### config.mk
export PLATFORM = sky130hd
export DESIGN_NAME = seq_restoring_divider_flat
export DESIGN_NICKNAME = d
export VERILOG_FILES = /design/src/rtl/seq_restoring_divider_pkg.sv /design/src/rtl/seq_restoring_divider_if.sv /design/src/rtl/seq_restoring_divider_step.sv /design/src/rtl/seq_restoring_divider.sv /design/src/flat_wrapper.sv
export SDC_FILE = /design/constraint.sdc
export NUM_CORES = 1
export LEC_CHECK = 0
export BUFFER_PORTS_ARGS = -buffer_cell sky130_fd_sc_hd__buf_2
export CAP_MARGIN = 15
export CORE_ASPECT_RATIO = 0.9
export CORE_MARGIN = 1
export CORE_UTILIZATION = 55
export CTS_CLUSTER_SIZE = 40
export DETAILED_ROUTE_END_ITERATION = 10
export GPL_TIMING_DRIVEN = 0
export PLACE_DENSITY = 0.82
export SYNTH_ARGS = -nofsm -noshare
export SYNTH_HDL_FRONTEND = slang
export SYNTH_SLANG_ARGS = --single-unit
### constraint.sdc
create_clock -name clk -period 3.45 [get_ports clk]
set_input_delay 0.1725 -clock clk [delete_from_list [all_inputs] [get_ports clk]]
set_output_delay 0.1725 -clock clk [all_outputs]
set_load 0.02 [all_outputs]
### src/rtl/seq_restoring_divider_pkg.sv
// rtl/seq_restoring_divider_pkg.sv - shared state encoding and constants for the restoring divider
package div_pkg;
    localparam int DEF_WIDTH = 4;

    localparam logic [1:0] S_IDLE = 2'd0;
    localparam logic [1:0] S_RUN  = 2'd1;
    localparam logic [1:0] S_DONE = 2'd2;

    typedef enum logic [1:0] {
        IDLE = S_IDLE,
        RUN  = S_RUN,
        DONE = S_DONE
    } state_e;

    // Quotient reported on divide-by-zero; sliced down to the operand width at use.
    localparam logic [63:0] DBZ_ALL_ONES = '1;

    function automatic int cnt_width(input int w);
        return $clog2(w);
    endfunction

    localparam int DEF_CNT_W = cnt_width(DEF_WIDTH);
endpackage

### src/rtl/seq_restoring_divider_if.sv
// rtl/seq_restoring_divider_if.sv - request/result bundle between the ALU and the divide path
interface seq_restoring_divider_if
    import div_pkg::*;
#(
    parameter int WIDTH = DEF_WIDTH
);
    logic             start;
    logic [WIDTH-1:0] dividend;
    logic [WIDTH-1:0] divisor;
    logic             busy;
    logic             done;
    logic [WIDTH-1:0] quotient;
    logic [WIDTH-1:0] remainder;
    logic             div_by_zero;

    modport master (
        output start, dividend, divisor,
        input  busy, done, quotient, remainder, div_by_zero
    );

    modport slave (
        input  start, dividend, divisor,
        output busy, done, quotient, remainder, div_by_zero
    );
endinterface

### src/rtl/seq_restoring_divider_step.sv
// rtl/seq_restoring_divider_step.sv - one combinational restoring step: trial subtract, keep or restore
module div_step
    import div_pkg::*;
#(
    parameter int WIDTH = DEF_WIDTH
) (
    input  logic [WIDTH:0]   t_i,
    input  logic [WIDTH-1:0] divisor_i,
    output logic [WIDTH-1:0] r_o,
    output logic             q_o
);
    logic [WIDTH:0] diff;

    assign diff = t_i - {1'b0, divisor_i};
    assign q_o  = ~diff[WIDTH];
    // Partial remainder stays below the divisor, so WIDTH bits always hold it.
    assign r_o  = diff[WIDTH] ? t_i[WIDTH-1:0] : diff[WIDTH-1:0];
endmodule

### src/rtl/seq_restoring_divider.sv
// rtl/seq_restoring_divider.sv - multi-cycle restoring divider, one quotient bit per clock; DIV_SIGNED_EN selects two's complement operands
module seq_restoring_divider
    import div_pkg::*;
#(
    parameter int WIDTH = DEF_WIDTH
) (
    input  logic                   clk,
    input  logic                   rst,
    seq_restoring_divider_if.slave bus
);
    localparam int CNT_W = cnt_width(WIDTH);

    state_e           state_q, state_d;
    logic [CNT_W-1:0] cnt_q, cnt_d;
    logic [WIDTH-1:0] r_q, r_d;
    logic [WIDTH-1:0] q_q, q_d;
    logic [WIDTH-1:0] div_q, div_d;
    logic [WIDTH-1:0] quot_q, quot_d;
    logic [WIDTH-1:0] rem_q, rem_d;
    logic             dbz_q, dbz_d;
    logic             neg_quot_q, neg_quot_d;
    logic             neg_rem_q, neg_rem_d;

    logic             accept;
    logic             a_neg, b_neg;
    logic [WIDTH-1:0] a_mag, b_mag;
    logic [WIDTH-1:0] step_r, q_next;
    logic             step_q;

`ifdef DIV_SIGNED_EN
    assign a_neg = bus.dividend[WIDTH-1];
    assign b_neg = bus.divisor[WIDTH-1];
`else
    assign a_neg = 1'b0;
    assign b_neg = 1'b0;
`endif

    // The most negative value's magnitude still fits as an unsigned WIDTH-bit number.
    assign a_mag = a_neg ? ({WIDTH{1'b0}} - bus.dividend) : bus.dividend;
    assign b_mag = b_neg ? ({WIDTH{1'b0}} - bus.divisor)  : bus.divisor;

    div_step #(.WIDTH(WIDTH)) u_step (
        .t_i       ({r_q, q_q[WIDTH-1]}),
        .divisor_i (div_q),
        .r_o       (step_r),
        .q_o       (step_q)
    );

    assign q_next = {q_q[WIDTH-2:0], step_q};
    assign accept = bus.start && (state_q != RUN);

    always_comb begin
        state_d    = state_q;
        cnt_d      = cnt_q;
        r_d        = r_q;
        q_d        = q_q;
        div_d      = div_q;
        quot_d     = quot_q;
        rem_d      = rem_q;
        dbz_d      = dbz_q;
        neg_quot_d = neg_quot_q;
        neg_rem_d  = neg_rem_q;

        case (state_q)
            RUN: begin
                r_d = step_r;
                q_d = q_next;
                if (cnt_q == '0) begin
                    state_d = DONE;
                    quot_d  = neg_quot_q ? ({WIDTH{1'b0}} - q_next) : q_next;
                    rem_d   = neg_rem_q  ? ({WIDTH{1'b0}} - step_r) : step_r;
                end else begin
                    cnt_d = cnt_q - CNT_W'(1);
                end
            end
            DONE:    state_d = IDLE;
            default: ;
        endcase

        // A start seen in DONE chains straight into the next operation.
        if (accept) begin
            r_d        = '0;
            q_d        = a_mag;
            div_d      = b_mag;
            cnt_d      = CNT_W'(WIDTH - 1);
            neg_quot_d = a_neg ^ b_neg;
            neg_rem_d  = a_neg;
            dbz_d      = 1'b0;
            if (bus.divisor == '0) begin
                state_d = DONE;
                dbz_d   = 1'b1;
                quot_d  = DBZ_ALL_ONES[WIDTH-1:0];
                rem_d   = bus.dividend;
            end else begin
                state_d = RUN;
            end
        end
    end

    always_ff @(posedge clk) begin
        if (rst) begin
            state_q    <= IDLE;
            cnt_q      <= '0;
            r_q        <= '0;
            q_q        <= '0;
            div_q      <= '0;
            quot_q     <= '0;
            rem_q      <= '0;
            dbz_q      <= 1'b0;
            neg_quot_q <= 1'b0;
            neg_rem_q  <= 1'b0;
        end else begin
            state_q    <= state_d;
            cnt_q      <= cnt_d;
            r_q        <= r_d;
            q_q        <= q_d;
            div_q      <= div_d;
            quot_q     <= quot_d;
            rem_q      <= rem_d;
            dbz_q      <= dbz_d;
            neg_quot_q <= neg_quot_d;
            neg_rem_q  <= neg_rem_d;
        end
    end

    assign bus.busy        = (state_q == RUN);
    assign bus.done        = (state_q == DONE);
    assign bus.quotient    = quot_q;
    assign bus.remainder   = rem_q;
    assign bus.div_by_zero = dbz_q;
endmodule

### src/flat_wrapper.sv
// flat-port wrapper written by rule: the top's interface ports become plain ports
module seq_restoring_divider_flat import div_pkg::*;
#(
    parameter int WIDTH = DEF_WIDTH
)
  (clk, rst, bus_start, bus_dividend, bus_divisor, bus_busy, bus_done, bus_quotient, bus_remainder, bus_div_by_zero);
  seq_restoring_divider_if #(.WIDTH(WIDTH)) bus_i ();
  input  logic clk;
  input  logic rst;
  input wire logic [$bits(bus_i.start)-1:0] bus_start;
  input wire logic [$bits(bus_i.dividend)-1:0] bus_dividend;
  input wire logic [$bits(bus_i.divisor)-1:0] bus_divisor;
  output wire logic [$bits(bus_i.busy)-1:0] bus_busy;
  output wire logic [$bits(bus_i.done)-1:0] bus_done;
  output wire logic [$bits(bus_i.quotient)-1:0] bus_quotient;
  output wire logic [$bits(bus_i.remainder)-1:0] bus_remainder;
  output wire logic [$bits(bus_i.div_by_zero)-1:0] bus_div_by_zero;
  assign bus_i.start = bus_start;
  assign bus_i.dividend = bus_dividend;
  assign bus_i.divisor = bus_divisor;
  assign bus_busy = bus_i.busy;
  assign bus_done = bus_i.done;
  assign bus_quotient = bus_i.quotient;
  assign bus_remainder = bus_i.remainder;
  assign bus_div_by_zero = bus_i.div_by_zero;
  seq_restoring_divider #(.WIDTH(WIDTH)) u_core (.clk(clk), .rst(rst), .bus(bus_i));
endmodule
* Word level (Yosys, flattened, before mapping) *
Cells that the tools add are included.

storage, ports and cells
  register bits = 25
  output and inout port bits = 11
  logic and storage cells = 43

cells by class
  equality and inequality tests = 5
  add/subtract/negate cells = 2
  bitwise gates (word level) = 1
  multiplexer cells = 19
  reduce and logical (&&, ||, !) cells = 8

operators with widths
  cell                                                                   count
  4-bit two-way mux                                                      11
  2-bit two-way mux                                                      6
  5-bit by 4-bit subtractor with 5-bit output                            1
  4-bit zero test                                                        1
  2-bit by 1-bit != test with 1-bit output, second input constant        2
  2-bit one-hot mux with 2 select lines                                  1
  2-bit AND reduction                                                    2
  3-bit by 1-bit != test with 1-bit output, second input constant        1
  3-bit nonzero test                                                     1
  2-bit by 1-bit equality test with 1-bit output, second input constant  1
  2-bit equality test, second input constant                             1
  2-bit zero test                                                        1
  2-bit nonzero test                                                     1
  2-bit OR reduction                                                     1
  2-bit by 1-bit subtractor with 2-bit output, second input constant     1
  1-bit logical AND                                                      1
  1-bit two-way mux                                                      1
  1-bit NOT                                                              1

* Longest topological paths before layout *
Gate-level depths: netlist of the first run.

  depth in word-level cells = 6
  depth in mapped cells = 9

* Hierarchy *
Synthesis of the first run repeated with hierarchy kept, for this count alone.

second synthesis, totals
  cell total of the unflattened synthesis = 152
  area, all modules = 1,368.8 um^2

by module, submodules not included
  module                 sequential area each (um^2)  area an instance (um^2)  times used  cells an instance
  seq_restoring_divider  500.5                        1,167.4                  1           128
  div_step               0.0                          201.4                    1           24

* Worst setup path before layout of the first run *
Ideal clock, no wire load.

  kind = register -> register
  from = register u_core.q_q[3]
  to = register u_core.rem_q[0] (netlist: u_core.bus.remainder[0])
  data required time = 3.320 ns
  path buffers = 1
  setup time = 0.130 ns
  setup slack = 1.457 ns
  arrival time = 1.864 ns
  cell stages (with the launch flop) = 10
  clock period less this slack = 1.993 ns
  path through = dfxtp_1 > inv_1 > ha_1 > fa_1 > nand2b_1 > a21oi_2 > xor2_2 > buf_6 > mux2i_1 > a311oi_1

on the way
  cells in the longest elaborated chain, start to end = 6

ends and longest elaborated chain
  item                                         RTL line                          RTL
  start, declared                              seq_restoring_divider.sv:16       logic [WIDTH-1:0] q_q, q_d;
  start signal, assigned                       seq_restoring_divider.sv:116      q_q <= q_d;
  5-bit by 4-bit subtractor with 5-bit output  seq_restoring_divider_step.sv:14  assign diff = t_i - {1'b0, divisor_i};
  4-bit two-way mux (*)                        seq_restoring_divider_step.sv:17  assign r_o = diff[WIDTH] ? t_i[WIDTH-1:0] : diff[WIDTH-1:0];
  4-bit two-way mux (*)                        seq_restoring_divider.sv:68       if (cnt_q == '0) begin
  4-bit two-way mux (*)                        seq_restoring_divider.sv:64       case (state_q)
  4-bit two-way mux                            seq_restoring_divider.sv:89       if (bus.divisor == '0) begin
  4-bit two-way mux (*)                        seq_restoring_divider.sv:81       if (accept) begin
  end signal, assigned                         seq_restoring_divider.sv:119      rem_q <= rem_d;
  end, declared                                seq_restoring_divider.sv:19       logic [WIDTH-1:0] rem_q, rem_d;

Mark *: on every way between the ends. The rest lies on a longest branch, timed or not.
A chain may end at the register's enable or synchronous reset.

* Final worst setup path of the first run *
  from = register u_core.q_q[3]
  to = register u_core.r_q[2]

on the way
  cells in the longest elaborated chain, start to end = 2

ends and longest elaborated chain
  item                                         RTL line                          RTL
  5-bit by 4-bit subtractor with 5-bit output  seq_restoring_divider_step.sv:14
  4-bit two-way mux                            seq_restoring_divider_step.sv:17
  end signal, assigned                         seq_restoring_divider.sv:115      r_q <= r_d;
  end, declared                                seq_restoring_divider.sv:15       logic [WIDTH-1:0] r_q, r_d;

No other way between the ends.

==> results.py, run 1 <==
metrics = {
    "outcome": {
        "outcome": "complete, no violations",
    },
    "worst_setup_path": {
        "slowest_stage": "fa_1",
        "path_max_fanout": 10,
        "crit_path_cell_trace": "inv_1, ha_1, fa_1, nand2b_1, a21oi_2, xor2_2, buf_6, mux2i_1, a21oi_1",
        "crit_family": "adder cells",
        "critPathBufInv": 2,
        "critPathLaunchType": "flip-flop",
        "cp.required_ps": 3660,
        "cp.arrival_ps": 2450,
        "crit_type": "flip-flop to flip-flop",
        "critical_path.max_stage_delay_ps": 410,
        "end_kind": "flip-flop",
    },
    "cts": {
        "hold_buffers": 0,
        "clkTransAtPathRegs_ps": 140,
        "numCtsBuffers": 3,
        "cts_root_buf": "clkbuf_4",
        "post_cts_resized": 0,
        "cts_tree": "yes",
        "cts_max_path_buffers": 2,
        "h-tree-depth": 1,
        "worst_skew_pair.late_latency_ps": 330,
        "clock-sinks": 25,
        "post-cts-setup-buffers": 0,
    },
    "synth": {
        "avgSynthCellArea_um2": 8.027,
        "synth_top_area_share_pct": 37.56,
        "synth-seq-cells": 25,
        "yosysWarnings": 0,
        "synth.area.top_cells": "dfxtp_1 (38%), nor2_1 (7.0%), mux2i_1 (6.8%)",
        "synth_cell_types": 29,
        "synthAdderAreaFrac_pct": 8.075,
        "synth_area_um2": 1333,
        "yosys.area_share.simple_pct": 20.38,
        "synth.largest_area_cell": "dfxtp_1",
        "syn_inst": 166,
        "ys_seq_area_share_pct": 37.56,
        "synth_nets": 185,
        "muxShareOfSynthArea_pct": 7.606,
        "synth_compound_area_share_pct": 15.59,
        "synth_top_family_by_area": "simple AND/OR/NAND/NOR gates",
        "synth_xor_area_share_pct": 3.192,
    },
    "detailed_routing": {
        "post-route-drc-count": 0,
        "drt_pass1_iterations": 4,
        "antenna_left": 0,
        "wl_um": 2717,
        "drt_iter0_markers": 31,
        "post_drt_wl_per_cell_um": 12.58,
        "vias": 1185,
        "via_per_inst": 5.486,
    },
    "sta": {
        "max_freq_mhz": 445.8,
        "hold_violations": 0,
        "finalSetupTns_ps": 0,
        "fin_skew_ps": 3.105,
        "post-route-period-util_pct": 65.02,
        "finalCriticalPeriod_ps": 2243,
        "rsz0062_at_grt": "false",
        "worst_pin_slew_ps": 484.5,
        "setup_viol": 0,
        "drv_slew": 0,
        "max_slew_margin_pct": 67.70,
    },
    "finish": {
        "fillCellCount": 195,
        "utilization_pct": 67.12,
        "fin_nets": 209,
        "area_delta_synth_final_pct": 11.92,
        "stdcell_count": 216,
        "drive_above_1_share_pct": 16.93,
        "fin_area_um2": 1491,
        "final_cell_mix": "nor2_1 (25), dfxtp_1 (25), nand2_1 (23)",
        "diodes": 0,
    },
    "power_and_ir_drop": {
        "leakagePower_nw": 0.6472,
        "worst_ir_drop_vdd_uv": 364.5,
        "power_density_nw_per_um2": 458.3,
        "power_uw": 683.5,
    },
    "global_routing": {
        "grt.overflow.total": 0,
        "grt_use_met2_pct": 38.07,
        "use_met3_pct": 6.604,
        "grt_pass1_vias": 1078,
        "antenna_found_initial": 0,
        "global_route.usage.total_pct": 24.29,
        "top_usage_layer": "met2",
        "grt_max_degree": 16,
        "grt_use_met1_pct": 31.41,
        "grt_pass1_wl_um": 4664,
    },
    "placed_design": {
        "dp_cells": 212,
        "placed_cell_area_um2": 1461,
        "port_buffers": 19,
        "dpl.hpwl_um": 2099,
        "gp_congestion": 0.8442,
    },
    "flow_run": {
        "drv_cap": 0,
    },
    "floorplanning": {
        "ios": 22,
        "die_y_um": 48.70,
        "initial_core_util_pct": 59.97,
        "dieArea_um2": 2624,
        "rows": 16,
        "coreArea_um2": 2222,
        "die_w_um": 53.89,
    },
    "worst_hold_path": {
        "min_path_type": "input pin to flip-flop",
    },
}
==> power by group <==
| part | internal [mW] | switching [mW] | leakage [nW] |
|---|---|---|---|
| Combinational | 0.0914 | 0.127 | 0.429 |
| Clock | 0.0444 | 0.0912 | 0.0139 |
| Sequential | 0.314 | 0.0156 | 0.205 |
| Total | 0.449 | 0.234 | 0.647 |
==> registers in the layout, summed over array words and instances, names as in the netlist <==
| name | count |
|---|---|
| u_core.div_q | 4 |
| u_core.bus.remainder | 4 |
| u_core.bus.div_by_zero | 1 |
| u_core.r_q | 4 |
| u_core.state_q | 2 |
| u_core.bus.quotient | 4 |
| u_core.cnt_q | 2 |
| u_core.q_q | 4 |
==> cells by family (layout without fill, tap and decap cells) <==
| group | after synthesis | after routing |
|---|---|---|
| XOR/XNOR | 4 | 4 |
| AO/OA/AOI/OAI | 34 | 34 |
| multiplexers | 10 | 10 |
| buffers and inverters | 23 | 46 |
| flip-flops | 25 | 25 |
| adder cells (fa/ha/maj) | 8 | 8 |
| AND/OR/NAND/NOR | 62 | 62 |
==> routing by layer <==
layer | up-vias | share of wire [%] | wire length [um]
met1 | 554 | 48 | 1294
li1 | 601 | - | -
met5 | - | 0 | 0
met2 | 24 | 46 | 1244
met4 | 0 | 1.9 | 51
met3 | 6 | 4.7 | 127
==> area by class of cell <==
cell class | instances | area (um2) | area share (%)
Multi-Input combinational cell | 118 | 730.7 | 48.99
Sequential cell | 25 | 500.5 | 33.56
Timing Repair Buffer | 19 | 95.09 | 6.376
Buffer | 12 | 60.06 | 4.027
Inverter | 11 | 41.29 | 2.768
Clock inverter | 1 | 7.507 | 0.5034
Clock buffer | 3 | 22.52 | 1.510
Tap cell | 27 | 33.78 | 2.265
==> worst reg2reg max path, stage by stage, from the launching register on <==
cell and delay, ps:
dfxtp_1 380, inv_1 70, ha_1 210, fa_1 410, nand2b_1 180, a21oi_2 180
xor2_2 200, buf_6 180, mux2i_1 220, a21oi_1 100
==> stage by stage <==
stage | worst slack [ps] | hold slack (ps)
5_1_grt | 1023 | 15.51
3_5_place_dp | 1227 | 394.4
3_3_place_gp | 1297 | 394.5
6_report | 1207 | 44.43
4_1_cts | 1168 | 32.15
2_1_floorplan | 1457 | 308.5
==> final timing paths <==
kind                        endpoint  depth (start not counted)  slack [ps]              startpoint
max                    u_core.r_q[2]                          9        1210           u_core.q_q[3]
max reg2reg            u_core.r_q[2]                          9        1210           u_core.q_q[3]
min          u_core.bus.remainder[1]                          2          40                     rst
min reg2reg   u_core.bus.div_by_zero                          2         470  u_core.bus.div_by_zero
==> Yosys cell counts <==
cell and number:
ha_1 7, inv_1 11, dfxtp_1 25, nor3b_1 1, a21oi_1 15, buf_4 1
buf_6 1, a31o_2 1, and2_1 1, a31oi_1 4, xor2_1 2, a311oi_1 4
mux2_2 1, xor2_2 1, nor4_1 1, nand2b_1 4, o21ai_0 5, clkbuf_1 7
nand2_1 23, fa_1 1, nor3_1 2, mux2i_1 9, nand3b_1 4, xnor2_1 1
buf_2 3, a211oi_1 4, a21oi_2 1, nor2_1 25, nor2b_1 1
No activity file was read; power rests on OpenSTA's default activity.
==> run 2: changes to the inputs <==
--- a/config.mk
+++ b/config.mk
@@ -9,11 +9,11 @@
 export CAP_MARGIN = 15
 export CORE_ASPECT_RATIO = 0.9
 export CORE_MARGIN = 1
-export CORE_UTILIZATION = 55
+export CORE_UTILIZATION = 49
 export CTS_CLUSTER_SIZE = 40
 export DETAILED_ROUTE_END_ITERATION = 10
 export GPL_TIMING_DRIVEN = 0
-export PLACE_DENSITY = 0.82
+export PLACE_DENSITY = 0.78
 export SYNTH_ARGS = -nofsm -noshare
 export SYNTH_HDL_FRONTEND = slang
 export SYNTH_SLANG_ARGS = --single-unit
==> constraint.sdc (replaced) <==
create_clock -name clk -period 2.05 [get_ports clk]
set_input_delay 0.1025 -clock clk [delete_from_list [all_inputs] [get_ports clk]]
set_output_delay 0.1025 -clock clk [all_outputs]
set_load 0.02 [all_outputs]
==> run 2 against run 1 <==
Non-clock buffer count is 6 higher. Combinational power up 110%. Highest routed layer unchanged. Final cell count is 3.2% higher. Largest cell class unchanged. Routed wire length is 6.1% higher. First-iteration DRC count grew 13%.
==> results.py, run 2 (synthesis gave the netlist of run 1 again) <==
metrics = {
    "sta": {
        "max_slew_margin_pct": 66.87,
        "worst_pin_slew_ps": 497.0,
        "max_freq_mhz": 488.7,
        "finalCriticalPeriod_ps": 2046,
        "fin_skew_ps": 8.316,
        "drv_slew": 0,
        "rsz0062_at_grt": "true",
        "hold_violations": 0,
        "post-route-period-util_pct": 99.82,
        "setup_ws_ps": 3.787,
        "setup_viol": 0,
    },
    "worst_setup_path": {
        "critical_path.max_stage_delay_ps": 440,
        "crit_type": "flip-flop to flip-flop",
        "slowest_stage": "dfxtp_1",
        "critPathLaunchType": "flip-flop",
        "r2r_cells": 8,
        "cp.arrival_ps": 2250,
        "path_max_fanout": 4,
        "end_kind": "flip-flop",
        "cp.required_ps": 2250,
        "crit_path_cell_trace": "inv_1, fa_2, nand2b_4, a21oi_4, xor2_4, buf_4, mux2i_4, a211oi_1",
    },
    "power_and_ir_drop": {
        "power_density_nw_per_um2": 776.0,
        "worst_ir_drop_vdd_uv": 480.6,
        "power_mw": 1.241,
        "leakagePower_nw": 0.6832,
    },
    "placed_design": {
        "pre_cts_ws_ps": -148.5,
        "gp_congestion": 0.8257,
        "dpl.hpwl_um": 2120,
        "dp_cells": 213,
        "port_buffers": 19,
    },
    "outcome": {
        "outcome": "complete, no violations",
    },
    "flow_run": {
        "drv_cap": 0,
    },
    "global_routing": {
        "global_route.usage.total_pct": 22.03,
        "grt_pass1_wl_um": 4940,
        "grt_max_degree": 16,
        "antenna_found_initial": 0,
        "grt_pass1_vias": 1119,
        "grt.overflow.total": 0,
    },
    "worst_hold_path": {
        "min_path_type": "input pin to flip-flop",
        "worstHoldPathCells": 3,
    },
    "floorplanning": {
        "ios": 22,
        "coreArea_um2": 2510,
        "rows": 17,
        "die_w_um": 56.97,
        "initial_core_util_pct": 53.09,
        "die_y_um": 51.47,
        "dieArea_um2": 2932,
    },
    "finish": {
        "regArea_um2": 501.7,
        "final_cell_mix": "nor2_1 (25), dfxtp_1 (24), nand2_1 (23)",
        "fin_nets": 215,
        "stdcell_count": 223,
        "area_delta_synth_final_pct": 20.00,
        "drive_above_1_share_pct": 22.05,
        "layout_commonest_cell": "nor2_1",
        "multi_input_area_um2": 784.5,
        "fillCellCount": 221,
        "diodes": 0,
    },
    "cts": {
        "h-tree-depth": 1,
        "cts_root_buf": "clkbuf_4",
        "clock-sinks": 25,
        "cts_tree": "yes",
        "worst_skew_pair.late_latency_ps": 320,
        "clkTransAtPathRegs_ps": 140,
        "numCtsBuffers": 3,
        "cts_max_path_buffers": 2,
    },
    "detailed_routing": {
        "antenna_left": 0,
        "drt_iter0_markers": 35,
        "drt_pass1_iterations": 4,
        "vias": 1167,
        "post_drt_wl_per_cell_um": 12.92,
        "post-route-drc-count": 0,
        "via_per_inst": 5.233,
        "wl_um": 2882,
    },
}
## run 2: changes by cell type in the layout (fill, tap and decap cells not counted), sizes merged
cell	before	now
dlygate4sd3	0	1
buf	24	29
## run 2: metal layers
metal	wire length, um	global-route usage, %	up-vias
met4	9	7.317	0
met3	79	2.278	2
met1	1373	29.00	537
met5	0	0	-
li1	-	-	613
met2	1419	37.84	15
## run 2: stage by stage
step                setup TNS (ps)  hold slack [ps]  area, um2  utilization [%]
global route                -487.9            8.766       1599            63.71
CTS                         -118.0            9.237       1564            62.31
global placement            -475.4            321.2       1463            58.28
floorplan                        0            238.5       1333                -
detailed placement          -903.1            324.3       1463            58.28
finish                           0            20.59       1599            63.71
## run 2: critical path: cells and delay by family, from the launching register on
family | cells | cell delay, ps
buffers and inverters | 2 | 260
xor gates and xnor gates | 1 | 200
muxes | 1 | 230
DFF | 1 | 440
AOI/OAI and AO/OA | 2 | 270
adders and majority gates | 1 | 370
and+or+nand+nor | 1 | 160
## run 2: report_power, final
part | switching (mW) | internal [mW] | total [mW]
Combinational | 0.246 | 0.211 | 0.457
Sequential | 0.0288 | 0.528 | 0.557
Clock | 0.152 | 0.0745 | 0.227
## run 2: final timing paths
path	startpoint	to	slack (ps)
setup reg to reg	u_core.r_q[0]	u_core.bus.remainder[3]	4
hold reg to reg	u_core.bus.div_by_zero	u_core.bus.div_by_zero	470
setup / recovery	u_core.r_q[0]	u_core.bus.remainder[3]	4
hold / removal	bus_divisor[1]	u_core.div_q[1]	20
## run 2: layout make-up
cell class / instances / area share (%)
Buffer: 12 / 3.756
Clock buffer: 3 / 1.408
Clock inverter: 1 / 0.4695
Inverter: 11 / 2.582
Multi-Input combinational cell: 118 / 49.06
Sequential cell: 25 / 31.38
Tap cell: 28 / 2.191
Timing Repair Buffer: 25 / 9.155
## run 2: repair_timing
action | CTS | global route
setup endpoints to repair | 9 | 10
gates resized for setup | 8 | 4
endpoints found under the hold margin | 2 | 0
hold buffers | 1 | 0
pin swaps | 5 | 5
gates cloned | 1 | 0
buffers inserted | 3 | 1
==> run 3: changes to the inputs <==
--- a/config.mk
+++ b/config.mk
@@ -9,11 +9,11 @@
 export CAP_MARGIN = 15
 export CORE_ASPECT_RATIO = 0.9
 export CORE_MARGIN = 1
-export CORE_UTILIZATION = 49
+export CORE_UTILIZATION = 47
 export CTS_CLUSTER_SIZE = 40
 export DETAILED_ROUTE_END_ITERATION = 10
 export GPL_TIMING_DRIVEN = 0
-export PLACE_DENSITY = 0.78
+export PLACE_DENSITY = 0.75
 export SYNTH_ARGS = -nofsm -noshare
 export SYNTH_HDL_FRONTEND = slang
 export SYNTH_SLANG_ARGS = --single-unit
==> run 3 against run 2 <==
The flow now finishes with violations (negative setup slack). Critical endpoint unchanged. Clock skew increased by 2.2 ps. Sequential share of layout area decreased by 0.55 points. Clock-buffer cell count unchanged. Setup slack got worse by 21 ps. Hold slack got worse by 15 ps. Design area increased by 1.8%. Routed wire length increased by 7.4%. Maximum frequency decreased by 1.0%. Final cell count increased by 4.9%. Total power increased by 1.1%. Core utilization decreased by 0.46 points. Non-clock buffer count increased by 1.
==> results.py, run 3 (synthesis gave the netlist of run 1 again) <==
metrics = {
    "finish": {
        "fin_nets": 216,
        "final_cell_mix": "nor2_1 (25), dfxtp_1 (24), nand2_1 (23)",
        "stdcell_count": 234,
        "area_delta_synth_final_pct": 22.16,
        "utilization_pct": 63.25,
        "drive_above_1_share_pct": 23.47,
        "diodes": 0,
        "layout_commonest_cell": "nor2_1",
        "fillCellCount": 236,
    },
    "placed_design": {
        "dp_cells": 223,
        "dpl.hpwl_um": 2153,
        "port_buffers": 19,
        "gp_congestion": 0.8005,
    },
    "worst_setup_path": {
        "crit_path_cell_trace": "inv_2, ha_4, fa_2, nand2b_4, a21oi_4, xor2_4, buf_4, mux2i_4, a211oi_2",
        "r2r_cells": 9,
        "reg2reg_slack_ps": -20,
        "cp.required_ps": 2270,
        "slowest_stage": "dfxtp_2",
        "timing.rr.start": "u_core.q_q[3]",
        "crit_type": "flip-flop to flip-flop",
        "cp.arrival_ps": 2290,
        "path_max_fanout": 3,
        "critical_path.max_stage_delay_ps": 380,
        "timing.rr.end": "u_core.bus.remainder[3]",
        "critPathLaunchType": "flip-flop",
        "end_kind": "flip-flop",
    },
    "detailed_routing": {
        "drt_pass1_iterations": 4,
        "post-route-drc-count": 0,
        "post_drt_wl_per_cell_um": 13.23,
        "drt_iter0_markers": 61,
        "dr_wl_met3_um": 127,
        "highest_layer": "met4",
        "vias": 1219,
        "wl_um": 3096,
        "antenna_left": 0,
        "dr_wl_met2_um": 1485,
        "wl_met1_um": 1410,
        "via_per_inst": 5.209,
    },
    "floorplanning": {
        "dieArea_um2": 3052,
        "initial_core_util_pct": 51.77,
        "ios": 22,
        "coreArea_um2": 2574,
        "die_w_um": 58.13,
        "die_y_um": 52.52,
        "rows": 17,
    },
    "cts": {
        "cts_tree": "yes",
        "clock-sinks": 25,
        "h-tree-depth": 1,
        "cts_max_path_buffers": 2,
        "cts_root_buf": "clkbuf_4",
        "clkTransAtPathRegs_ps": 150,
        "numCtsBuffers": 3,
        "worst_skew_pair.late_latency_ps": 340,
    },
    "sta": {
        "finalCriticalPeriod_ps": 2067,
        "hold_ws_ps": 6.035,
        "setup_ws_ps": -16.95,
        "worst_pin_slew_ps": 530.3,
        "max_slew_margin_pct": 64.65,
        "fin_skew_ps": 10.54,
        "hold_violations": 0,
        "post-route-period-util_pct": 100.8,
        "rsz0062_at_grt": "true",
        "finalSetupTns_ps": -56.28,
        "setup_viol": 5,
        "drv_slew": 0,
        "max_freq_mhz": 483.8,
    },
    "global_routing": {
        "grt.overflow.total": 0,
        "global_route.usage.total_pct": 22.29,
        "grt_pass1_wl_um": 5085,
        "antenna_found_initial": 0,
        "grt_pass1_vias": 1175,
        "grt_max_degree": 16,
    },
    "outcome": {
        "outcome": "finished, violations left",
        "violations": "negative setup slack",
    },
    "worst_hold_path": {
        "min-delay-start": "bus_divisor[0]",
        "min_path_type": "input pin to flip-flop",
        "whs_endpoint": "u_core.div_q[0]",
        "worstHoldPathCells": 3,
    },
    "power_and_ir_drop": {
        "worst_ir_drop_vdd_uv": 434.1,
        "power_density_nw_per_um2": 770.7,
        "power_mw": 1.255,
        "leakagePower_nw": 0.6859,
    },
    "flow_run": {
        "drv_cap": 0,
    },
}
==> run 3: timing repair <==
item	in CTS	in global routing
cloned	1	0
hold endpoints to repair	2	0
hold buffers	1	0
setup endpoints to repair	9	9
pin swaps	5	8
resized for setup	8	6
setup buffers	3	2
==> run 3: area by class of cell <==
| cell class | instances | area, um2 | area share, % |
|---|---|---|---|
| flip-flops and latches | 25 | 501.7 | 30.82 |
| plain buffers | 12 | 60.06 | 3.689 |
| well taps | 38 | 47.55 | 2.921 |
| repair buffers | 26 | 153.9 | 9.454 |
| clock buffers | 3 | 22.52 | 1.384 |
| clock inverters | 1 | 7.507 | 0.4612 |
| multi-input cells | 118 | 793.3 | 48.73 |
| inverters | 11 | 41.29 | 2.537 |
==> run 3: where the power goes <==
part           switching, mW  internal, mW  total, mW
sequential            0.0299         0.528      0.558
clock                  0.160        0.0749      0.235
combinational          0.251         0.211      0.462
==> run 3: worst max-delay path by stage <==
stage / cells past startpoint / end / startpoint
global placement: 9 / u_core.bus.remainder[1] / u_core.q_q[3]
detailed placement: 9 / u_core.bus.remainder[1] / u_core.q_q[3]
finish: 9 / u_core.bus.remainder[3] / u_core.q_q[3]
global route: 9 / u_core.r_q[3] / u_core.q_q[3]
CTS: 9 / u_core.r_q[1] / u_core.q_q[3]
floorplan: 9 / u_core.bus.remainder[0] / u_core.q_q[3]
==> run 3: metrics by stage <==
stage	area (um2)	worst slack, ps
2_1_floorplan	1333	56.52
3_3_place_gp	1475	-136.5
3_5_place_dp	1475	-156.9
4_1_cts	1577	-53.74
5_1_grt	1628	-87.53
6_report	1628	-16.95
==> run 3: per-layer routing <==
metal,global-route usage [%],up-vias
met2,39.27,26
met1,27.76,571
met5,0,-
li1,-,615
met3,2.963,7
met4,8.333,0
==> run 3: worst max-delay path, delay by kind of cell (launching register included) <==
family,cells,cell delay [ps]
fa+ha+maj,2,500
buf+inv,2,210
simple gates,1,160
compound gates,2,260
mux,1,240
flops,1,380
xor+xnor,1,210
